### src/rtl/mem_arb_pkg.sv
// Shared types and constants for the memory port arbiter.
// Burst locking is compiled in only when MEM_ARB_BURST_LOCK_EN is defined.
package mem_arb_pkg;

    typedef enum logic [1:0] {
        ST_IDLE  = 2'd0,
        ST_GRANT = 2'd1,
        ST_LOCK  = 2'd2
    } arb_state_t;

    localparam int DEF_NUM_REQ   = 5;
    localparam int DEF_MAX_BURST = 4;

    // Width of a binary requester index; never narrower than one bit.
    function automatic int idx_width(input int n);
        return (n > 1) ? $clog2(n) : 1;
    endfunction

endpackage

### src/rtl/rr_pick.sv
// Combinational masked round-robin picker: lowest request strictly above ptr,
// falling back to the lowest request overall when nothing lies above it.
module rr_pick
    import mem_arb_pkg::*;
#(
    parameter int N  = DEF_NUM_REQ,
    parameter int IW = idx_width(DEF_NUM_REQ)
) (
    input  logic [N-1:0]  req,
    input  logic [IW-1:0] ptr,
    output logic [N-1:0]  onehot,
    output logic [IW-1:0] idx,
    output logic          found
);

    logic [N-1:0] above;
    logic [N-1:0] cand;
    logic         hit;

    always_comb begin
        above  = '0;
        cand   = '0;
        onehot = '0;
        idx    = '0;
        hit    = 1'b0;
        for (int i = 0; i < N; i++) begin
            above[i] = (i > int'(ptr));
        end
        cand = ((req & above) != '0) ? (req & above) : req;
        for (int i = 0; i < N; i++) begin
            if (cand[i] && !hit) begin
                onehot[i] = 1'b1;
                idx       = IW'(i);
                hit       = 1'b1;
            end
        end
    end

    assign found = |req;

endmodule

### src/rtl/mem_port_arbiter.sv
// Round-robin arbiter granting one memory bank to NUM_REQ requesters.
// Define MEM_ARB_BURST_LOCK_EN to enable locked bursts of up to MAX_BURST beats.
module mem_port_arbiter
    import mem_arb_pkg::*;
#(
    parameter int NUM_REQ   = DEF_NUM_REQ,
    parameter int MAX_BURST = DEF_MAX_BURST
) (
    input  logic                          clk,
    input  logic                          rst,
    input  logic [NUM_REQ-1:0]            req,
    input  logic [NUM_REQ-1:0]            lock,
    input  logic                          mem_ready,
    output logic [NUM_REQ-1:0]            gnt,
    output logic [idx_width(NUM_REQ)-1:0] gnt_idx,
    output logic                          gnt_valid,
    output logic [NUM_REQ-1:0]            pop,
    output arb_state_t                    fsm_state
);

    localparam int IW = idx_width(NUM_REQ);

    arb_state_t        state_q, state_d;
    logic [NUM_REQ-1:0] gnt_q, gnt_d;
    logic [IW-1:0]      gnt_idx_q, idx_d;
    logic [IW-1:0]      ptr_q, ptr_d;

    logic               transfer;
    logic               req_held;
    logic               rearb;
    logic [IW-1:0]      pick_ptr;
    logic [NUM_REQ-1:0] pick_onehot;
    logic [IW-1:0]      pick_idx;
    logic               pick_found;

`ifdef MEM_ARB_BURST_LOCK_EN
    localparam int            CW          = $clog2(MAX_BURST + 1);
    localparam logic [CW-1:0] BURST_LAST  = CW'(MAX_BURST - 1);
    localparam bit            BURST_MULTI = (MAX_BURST > 1);

    logic [CW-1:0] cnt_q, cnt_d;
    logic          lock_held;

    assign lock_held = |(gnt_q & lock);
`else
    localparam int unused_max_burst = MAX_BURST;
    logic          unused_lock;

    assign unused_lock = ^lock;
`endif

    assign transfer = (|gnt_q) & mem_ready;
    assign req_held = |(gnt_q & req);
    // After a transfer the just-served index becomes the mask origin in the same edge.
    assign pick_ptr = transfer ? gnt_idx_q : ptr_q;

    rr_pick #(
        .N  (NUM_REQ),
        .IW (IW)
    ) u_pick (
        .req    (req),
        .ptr    (pick_ptr),
        .onehot (pick_onehot),
        .idx    (pick_idx),
        .found  (pick_found)
    );

    always_comb begin
        state_d = state_q;
        gnt_d   = gnt_q;
        idx_d   = gnt_idx_q;
        ptr_d   = ptr_q;
        rearb   = 1'b0;
`ifdef MEM_ARB_BURST_LOCK_EN
        cnt_d   = cnt_q;
`endif
        case (state_q)
            ST_IDLE: begin
                rearb = 1'b1;
            end
            ST_GRANT: begin
                if (transfer) begin
                    ptr_d = gnt_idx_q;
`ifdef MEM_ARB_BURST_LOCK_EN
                    if (BURST_MULTI && lock_held && req_held) begin
                        state_d = ST_LOCK;
                        cnt_d   = CW'(1);
                    end else begin
                        rearb = 1'b1;
                    end
`else
                    rearb = 1'b1;
`endif
                end else if (!req_held) begin
                    rearb = 1'b1;
                end
            end
`ifdef MEM_ARB_BURST_LOCK_EN
            ST_LOCK: begin
                if (transfer) begin
                    ptr_d = gnt_idx_q;
                    if (lock_held && req_held && (cnt_q < BURST_LAST)) begin
                        cnt_d = cnt_q + CW'(1);
                    end else begin
                        rearb = 1'b1;
                    end
                end else if (!req_held) begin
                    rearb = 1'b1;
                end
            end
`endif
            default: begin
                state_d = ST_IDLE;
                gnt_d   = '0;
                idx_d   = '0;
            end
        endcase

        // Re-arbitration lands in the same edge, so back-to-back grants have no bubble.
        if (rearb) begin
            gnt_d   = pick_onehot;
            idx_d   = pick_found ? pick_idx : '0;
            state_d = pick_found ? ST_GRANT : ST_IDLE;
`ifdef MEM_ARB_BURST_LOCK_EN
            cnt_d   = '0;
`endif
        end
    end

    always_ff @(posedge clk or negedge rst) begin
        if (!rst) begin
            state_q   <= ST_IDLE;
            gnt_q     <= '0;
            gnt_idx_q <= '0;
            ptr_q     <= IW'(NUM_REQ - 1);
        end else begin
            state_q   <= state_d;
            gnt_q     <= gnt_d;
            gnt_idx_q <= idx_d;
            ptr_q     <= ptr_d;
        end
    end

`ifdef MEM_ARB_BURST_LOCK_EN
    always_ff @(posedge clk or negedge rst) begin
        if (!rst) begin
            cnt_q <= '0;
        end else begin
            cnt_q <= cnt_d;
        end
    end
`endif

    assign gnt       = gnt_q;
    assign gnt_idx   = gnt_idx_q;
    assign gnt_valid = |gnt_q;
    assign pop       = gnt_q & {NUM_REQ{mem_ready}};
    assign fsm_state = state_q;

endmodule

### config.mk
export PLATFORM = sky130hd
export DESIGN_NAME = mem_port_arbiter
export DESIGN_NICKNAME = d
export VERILOG_FILES = /design/src/rtl/mem_arb_pkg.sv /design/src/rtl/rr_pick.sv /design/src/rtl/mem_port_arbiter.sv
export SDC_FILE = /design/constraint.sdc
export NUM_CORES = 1
export LEC_CHECK = 0
export CAP_MARGIN = 40
export CORE_MARGIN = 2
export CORE_UTILIZATION = 44
export CTS_CLUSTER_DIAMETER = 200
export DETAILED_ROUTE_END_ITERATION = 12
export DONT_BUFFER_PORTS = 1
export GPL_TIMING_DRIVEN = 0
export HOLD_SLACK_MARGIN = 0.1
export PLACE_DENSITY_LB_ADDON = 0.25
export SLEW_MARGIN = 30
export SYNTH_ARGS = -nofsm -noshare
export SYNTH_HDL_FRONTEND = slang
export SYNTH_SLANG_ARGS = --single-unit
### constraint.sdc
create_clock -name clk -period 4.78 [get_ports clk]
set_input_delay 0 -clock clk [delete_from_list [all_inputs] [get_ports clk]]
set_output_delay 0 -clock clk [all_outputs]
set_load 0.03 [all_outputs]
# Yosys cells after proc, flatten, opt, wreduce, memory -nomap -nowiden
# Cells that the tools add are included.
# Widths: inputs -> output; s select.
word_totals:
  regBits: 13
  inputBits: 13
  out_inout_bits: 16
  wordCells: 53
op_classes:
  magnitude_cmp: 4
  eq_ne: 2
  mux: 25
  n_bitwise: 4
  reduce_logical: 14
ops:
  columns: ["cell", "n"]
  rows:
  - ["$and 5x5->5", 3]
  - ["$mux 3", 5]
  - ["$mux 5", 3]
  - ["$reduce_or 5->1", 3]
  - ["$mux 1", 12]
  - ["$mux 2", 4]
  - ["$gt 2x3->1 const A", 2]
  - ["$reduce_bool 5->1", 1]
  - ["$logic_and 1x1->1", 4]
  - ["$logic_not 1->1", 4]
  - ["$gt 1x3->1 const A", 1]
  - ["$gt 3x3->1 const A", 1]
  - ["$eq 2x1->1 const B", 1]
  - ["$logic_not 2->1", 1]
  - ["$ne 2x1->1 const B", 1]
  - ["$pmux 1 s2", 1]
  - ["$reduce_or 2->1", 1]
  - ["$and 1x1->1", 1]

# Logic depth before layout (Yosys ltp)
logic_depth:
  ltp_word: 22
  ltp_mapped: 6
  depth_no_buf: 6

# Modules after synthesis
# Synthesis repeated with hierarchy kept, for this count alone.
unflattened:
  hier_cells: 87
  hier_area_um2: 804.5
by_module_without_submodules:
  columns: ["module", "n_inst", "cells_per_inst", "area_each_um2", "seq_area_each_um2"]
  rows:
  - ["mem_port_arbiter", 1, 51, 599.3, 301.5]
  - ["rr_pick", 1, 36, 205.2, 0.0]

# Worst setup path before layout
# OpenSTA, ideal clock, no wires.
synth_timing:
  kind: "flip-flop to flip-flop"
  startpoint: "register gnt_q[0] (netlist: gnt[0])"
  endpoint: "register gnt_idx_q[0] (netlist: gnt_idx[0])"
  setup_time_ps: 82
  t_arrival_ps: 2130
  t_required_ps: 4698
  setup_slack_ps: 2568
  stages_incl_launch_ff: 7
  n_path_buf: 0
  synth_period_minus_slack_ps: 2212
  path_cell_list: "dfrtp_1 or3_4 o21ai_4 mux2_2 a2111oi_1 o21ai_1 a31oi_1"
synth_between:
  elab_chain_len: 22
  word_cells_on_any_way: 34
  classes_between: "order compare: 4; eq/ne: 1; mux: 15; bitwise: 3; reduce/logical: 11"
synth_rtl:
  columns: ["element", "line_no", "source"]
  rows:
  - ["start: declaration", "mem_port_arbiter.sv:24", "logic [NUM_REQ-1:0] gnt_q, gnt_d;"]
  - ["start signal: assignment", "mem_port_arbiter.sv:138", "gnt_q <= gnt_d;"]
  - ["$reduce_or 5->1", "mem_port_arbiter.sv:52", "assign transfer = (|gnt_q) & mem_ready;"]
  - ["$and 1x1->1", "mem_port_arbiter.sv:52", null]
  - ["$mux 3", null, null]
  - ["$gt 1x3->1, or another cell as far along", "rr_pick.sv:27", "above[i] = (i > int'(ptr));"]
  - ["$and 5x5->5", "rr_pick.sv:29", "cand = ((req & above) != '0) ? (req & above) : req;"]
  - ["$reduce_bool 5->1", "rr_pick.sv:29", null]
  - ["$mux 5", "rr_pick.sv:29", null]
  - ["$mux 1", "rr_pick.sv:31", "if (cand[i] && !hit) begin"]
  - ["[... 6 more ...]", null, null]
  - ["$logic_not 1->1", "rr_pick.sv:31", null]
  - ["$logic_and 1x1->1", "rr_pick.sv:31", null]
  - ["$mux 1", "rr_pick.sv:31", null]
  - ["$logic_not 1->1", "rr_pick.sv:31", null]
  - ["$logic_and 1x1->1", "rr_pick.sv:31", null]
  - ["$mux 3", "rr_pick.sv:31", null]
  - ["$mux 3", "mem_port_arbiter.sv:122", "idx_d = pick_found ? pick_idx : '0;"]
  - ["$mux 3", "mem_port_arbiter.sv:120", "if (rearb) begin"]
  - ["end signal: assignment", "mem_port_arbiter.sv:139", "gnt_idx_q <= idx_d;"]
  - ["end: declaration", "mem_port_arbiter.sv:25", "logic [IW-1:0] gnt_idx_q, idx_d;"]
# Several ways; a longest one is shown, not always the timed one.
# A chain may end at the register's enable or synchronous reset.

# Worst setup path in the final report
# Same ends and word-level chain as after synthesis.

==> flow_summary_export.csv <==
group,metric,value,unit
outcome,outcome,"complete, no violations",
drt,routed_wirelength,2070,um
synth,yosys_warnings,0,
placed_design,port_buffers,0,
worst_hold_path,hold_class,"input port to flip-flop",
power_and_ir_drop,switching_share,0.508,
synth,synth_area,791,um^2
setup_path,critPathRequiredTime,5000,ps
power_and_ir_drop,p_clk_frac,0.114,
floorplanning,die_h,46.4,um
grt,grt.overflow.total,0,
floorplanning,die_area,2150,um^2
power_and_ir_drop,p_leak,0.404,nW
clock_network,clk_latency,290,ps
setup_path,path_cells,"or3_4 -> o21ai_4 -> mux2_2 -> a2111oi_1 -> o21ai_1 -> a31oi_1 -> dlygate4sd3_1",
drt,num_vias,714,
grt,met2_usage,0.331,
placed_design,gp_congestion,0.864,
timing,fmax,333,MHz
timing,fin_tns_setup,0,ps
clock_network,cts_setup_buffers,0,
power_and_ir_drop,power_per_cell_area,769,nW/um^2
finish,final_cells,122,
setup_path,critPathMaxFanout,6,
finish,final_area,958,um^2
synth,synth_flop_cell,"dfrtp_1",
power_and_ir_drop,power_frac_comb,0.513,
synth,syn_avg_cell_area,9.53,um^2
setup_path,cp.arrival,3230,ps
flow_run,max_cap_violations,0,
grt,grt_max_degree,13,
setup_path,end_kind,"flip-flop",
floorplanning,core_area,1710,um^2
synth,synth_seq_area_share,0.381,
synth,async_flop_share,1.00,
synth,synth_edf_count,0,
finish,synthToLayoutAreaGrowth,21.2,%
clock_network,post_cts_resize_count,0,
power_and_ir_drop,internal-power,362,uW
setup_path,worstSetupPathType,"flip-flop to flip-flop",
floorplanning,io_pins,29,
timing,worstMarginPinSlew,555,ps
finish,drive_above_1_share,0.186,
clock_network,clockBufferDepth,2,
timing,hold_ws,109,ps
floorplanning,row_count,15,
finish,final_common_cell,"dfrtp_1",
finish,nNetsFinal,111,
synth,ys_types,41,
grt,grtUsageTotal,0.210,
drt,first_pass_iters,4,
setup_path,max_stage_delay,560,ps
setup_path,crit_slowest_cell,"dlygate4sd3_1",
drt,drcViolationCount,0,
timing,setup_viol_count_final,0,
placed_design,dp.cells,108,
placed_design,dpl.hpwl,1420,um
setup_path,start_kind,"flip-flop",
grt,antenna_found_initial,0,
clock_network,cts.clk_slew.worst_paths,80,ps
drt,postRouteAntennaNets,0,
timing,post-route-min-period,3010,ps
finish,layout_common_cells,"dfrtp_1, dlygate4sd3_1, nand2_1, and2_1, nor2_1",
grt,grt_use_met1,0.267,
floorplanning,die_w,46.4,um
timing,slew_headroom,0.629,
grt,first_global_vias,644,
power_and_ir_drop,vdd_ir_drop_max,320,uV
timing,setup_ws,1770,ps
timing,skew,10.7,ps
power_and_ir_drop,pwr-share-seq,0.373,
clock_network,cts_root_buffer,"clkbuf_4",
timing,hold_viol,0,
grt,grt_busiest_layer,"met2",
setup_path,rrSetupSlack,1770,ps
power_and_ir_drop,p_switching,375,uW
clock_network,htreeDepth,1,
clock_network,cts_hold_buf,10,
synth,syn_inst,83,
finish,diodes,0,
timing,min_period_over_period,0.629,
placed_design,place_area,822,um^2
drt,via_per_inst,5.85,
synth,synth-seq-cells,12,
synth,synth_nets,96,
grt,grtUsageMet3,0.0588,
grt,grt_pass1_wl,3040,um
drt,wire_per_inst,16.9,um
timing,final_max_slew_viol_count,0,
placed_design,preCtsSetupSlack,2350,ps
timing,rsz0062_at_grt,"no",
clock_network,cts_buffers,3,
clock_network,cts_tree,"built",
floorplanning,start_util,0.463,
drt,first_iter_violations,17,
clock_network,cts.sinks,12,
-- per-stage QoR --
stage / power (mW) / utilization
6_report: 0.737 / 0.561
5_1_grt: 0.784 / 0.561
4_1_cts: 0.733 / 0.561
3_5_place_dp: 0.622 / 0.481
3_3_place_gp: 0.615 / 0.481
2_1_floorplan: 0.554 / -
-- path summary, 6_finish.rpt --
path / endpoint / depth (start not counted) / startpoint
setup / recovery: gnt_idx[0]$_DFFE_PN0P_ / 7 / gnt[0]$_DFFE_PN0P_
hold / removal: gnt_idx[2]$_DFFE_PN0P_ / 4 / req[2]
setup reg to reg: gnt_idx[0]$_DFFE_PN0P_ / 7 / gnt[0]$_DFFE_PN0P_
hold reg to reg: ptr_q[1]$_DFFE_PN0P_ / 1 / ptr_q[1]$_DFFE_PN0P_
max in group asynchronous: gnt[0]$_DFFE_PN0P_ / 1 / rst
min in group asynchronous: ptr_q[1]$_DFFE_PN0P_ / 1 / rst
-- registers in the layout, indices dropped and copies added, names as in the netlist --
register	count
gnt	5
gnt_idx	3
fsm_state	1
ptr_q	3
-- logic make-up (layout without fill, tap and decap cells) --
family	after synthesis	after routing	synth area share
buffers and inverters	3	17	0.0190
AOI/OAI and AO/OA	27	27	0.271
other	1	1	0.00474
DFF	12	12	0.381
muxes	6	6	0.0823
and+or+nand+nor	34	34	0.242
-- final cells by class --
cell class	count	area, um^2
Timing Repair Buffer	10	100
Fill cell	153	749
Sequential cell	12	302
Inverter	1	3.75
Buffer	2	11.3
Clock buffer	4	36.3
Tap cell	25	31.3
Multi-Input combinational cell	68	474
-- cells in the mapped netlist (all sizes together) (2+ instances only) --
cell type | n | area [um^2]
dfrtp | 11 | 275
nand2 | 9 | 33.8
o21ai | 7 | 46.3
and2 | 6 | 38.8
nor2 | 5 | 18.8
a21oi | 4 | 20.0
mux2 | 4 | 45.0
nor3 | 3 | 20.0
a2111oi | 2 | 25.0
a21boi | 2 | 18.8
a21o | 2 | 15.0
and3 | 2 | 13.8
mux2i | 2 | 20.0
nand2b | 2 | 12.5
o31ai | 2 | 15.0
or2 | 2 | 12.5
-- worst max-delay path: cells and delay by family, from the launching register on --
kind,cells,cell delay [ps]
compound gates,4,990
buf+inv,1,560
flops,1,550
simple gates,1,470
mux,1,370
-- routing by layer --
| layer | wire length (um) | share of wire |
|---|---|---|
| met5 | 0 | 0 |
| met3 | 163 | 0.079 |
| met2 | 969 | 0.47 |
| met4 | 32 | 0.015 |
| met1 | 899 | 0.44 |
-- power by group through the flow --
stage	Sequential [mW]	Combinational, mW	Clock, mW
finish	0.275	0.378	0.0841
global route	0.285	0.410	0.0886
CTS	0.276	0.372	0.0844
detailed placement	0.278	0.344	0
global placement	0.277	0.338	0
floorplan	0.254	0.300	0
(Power assumes the default switching activity.)
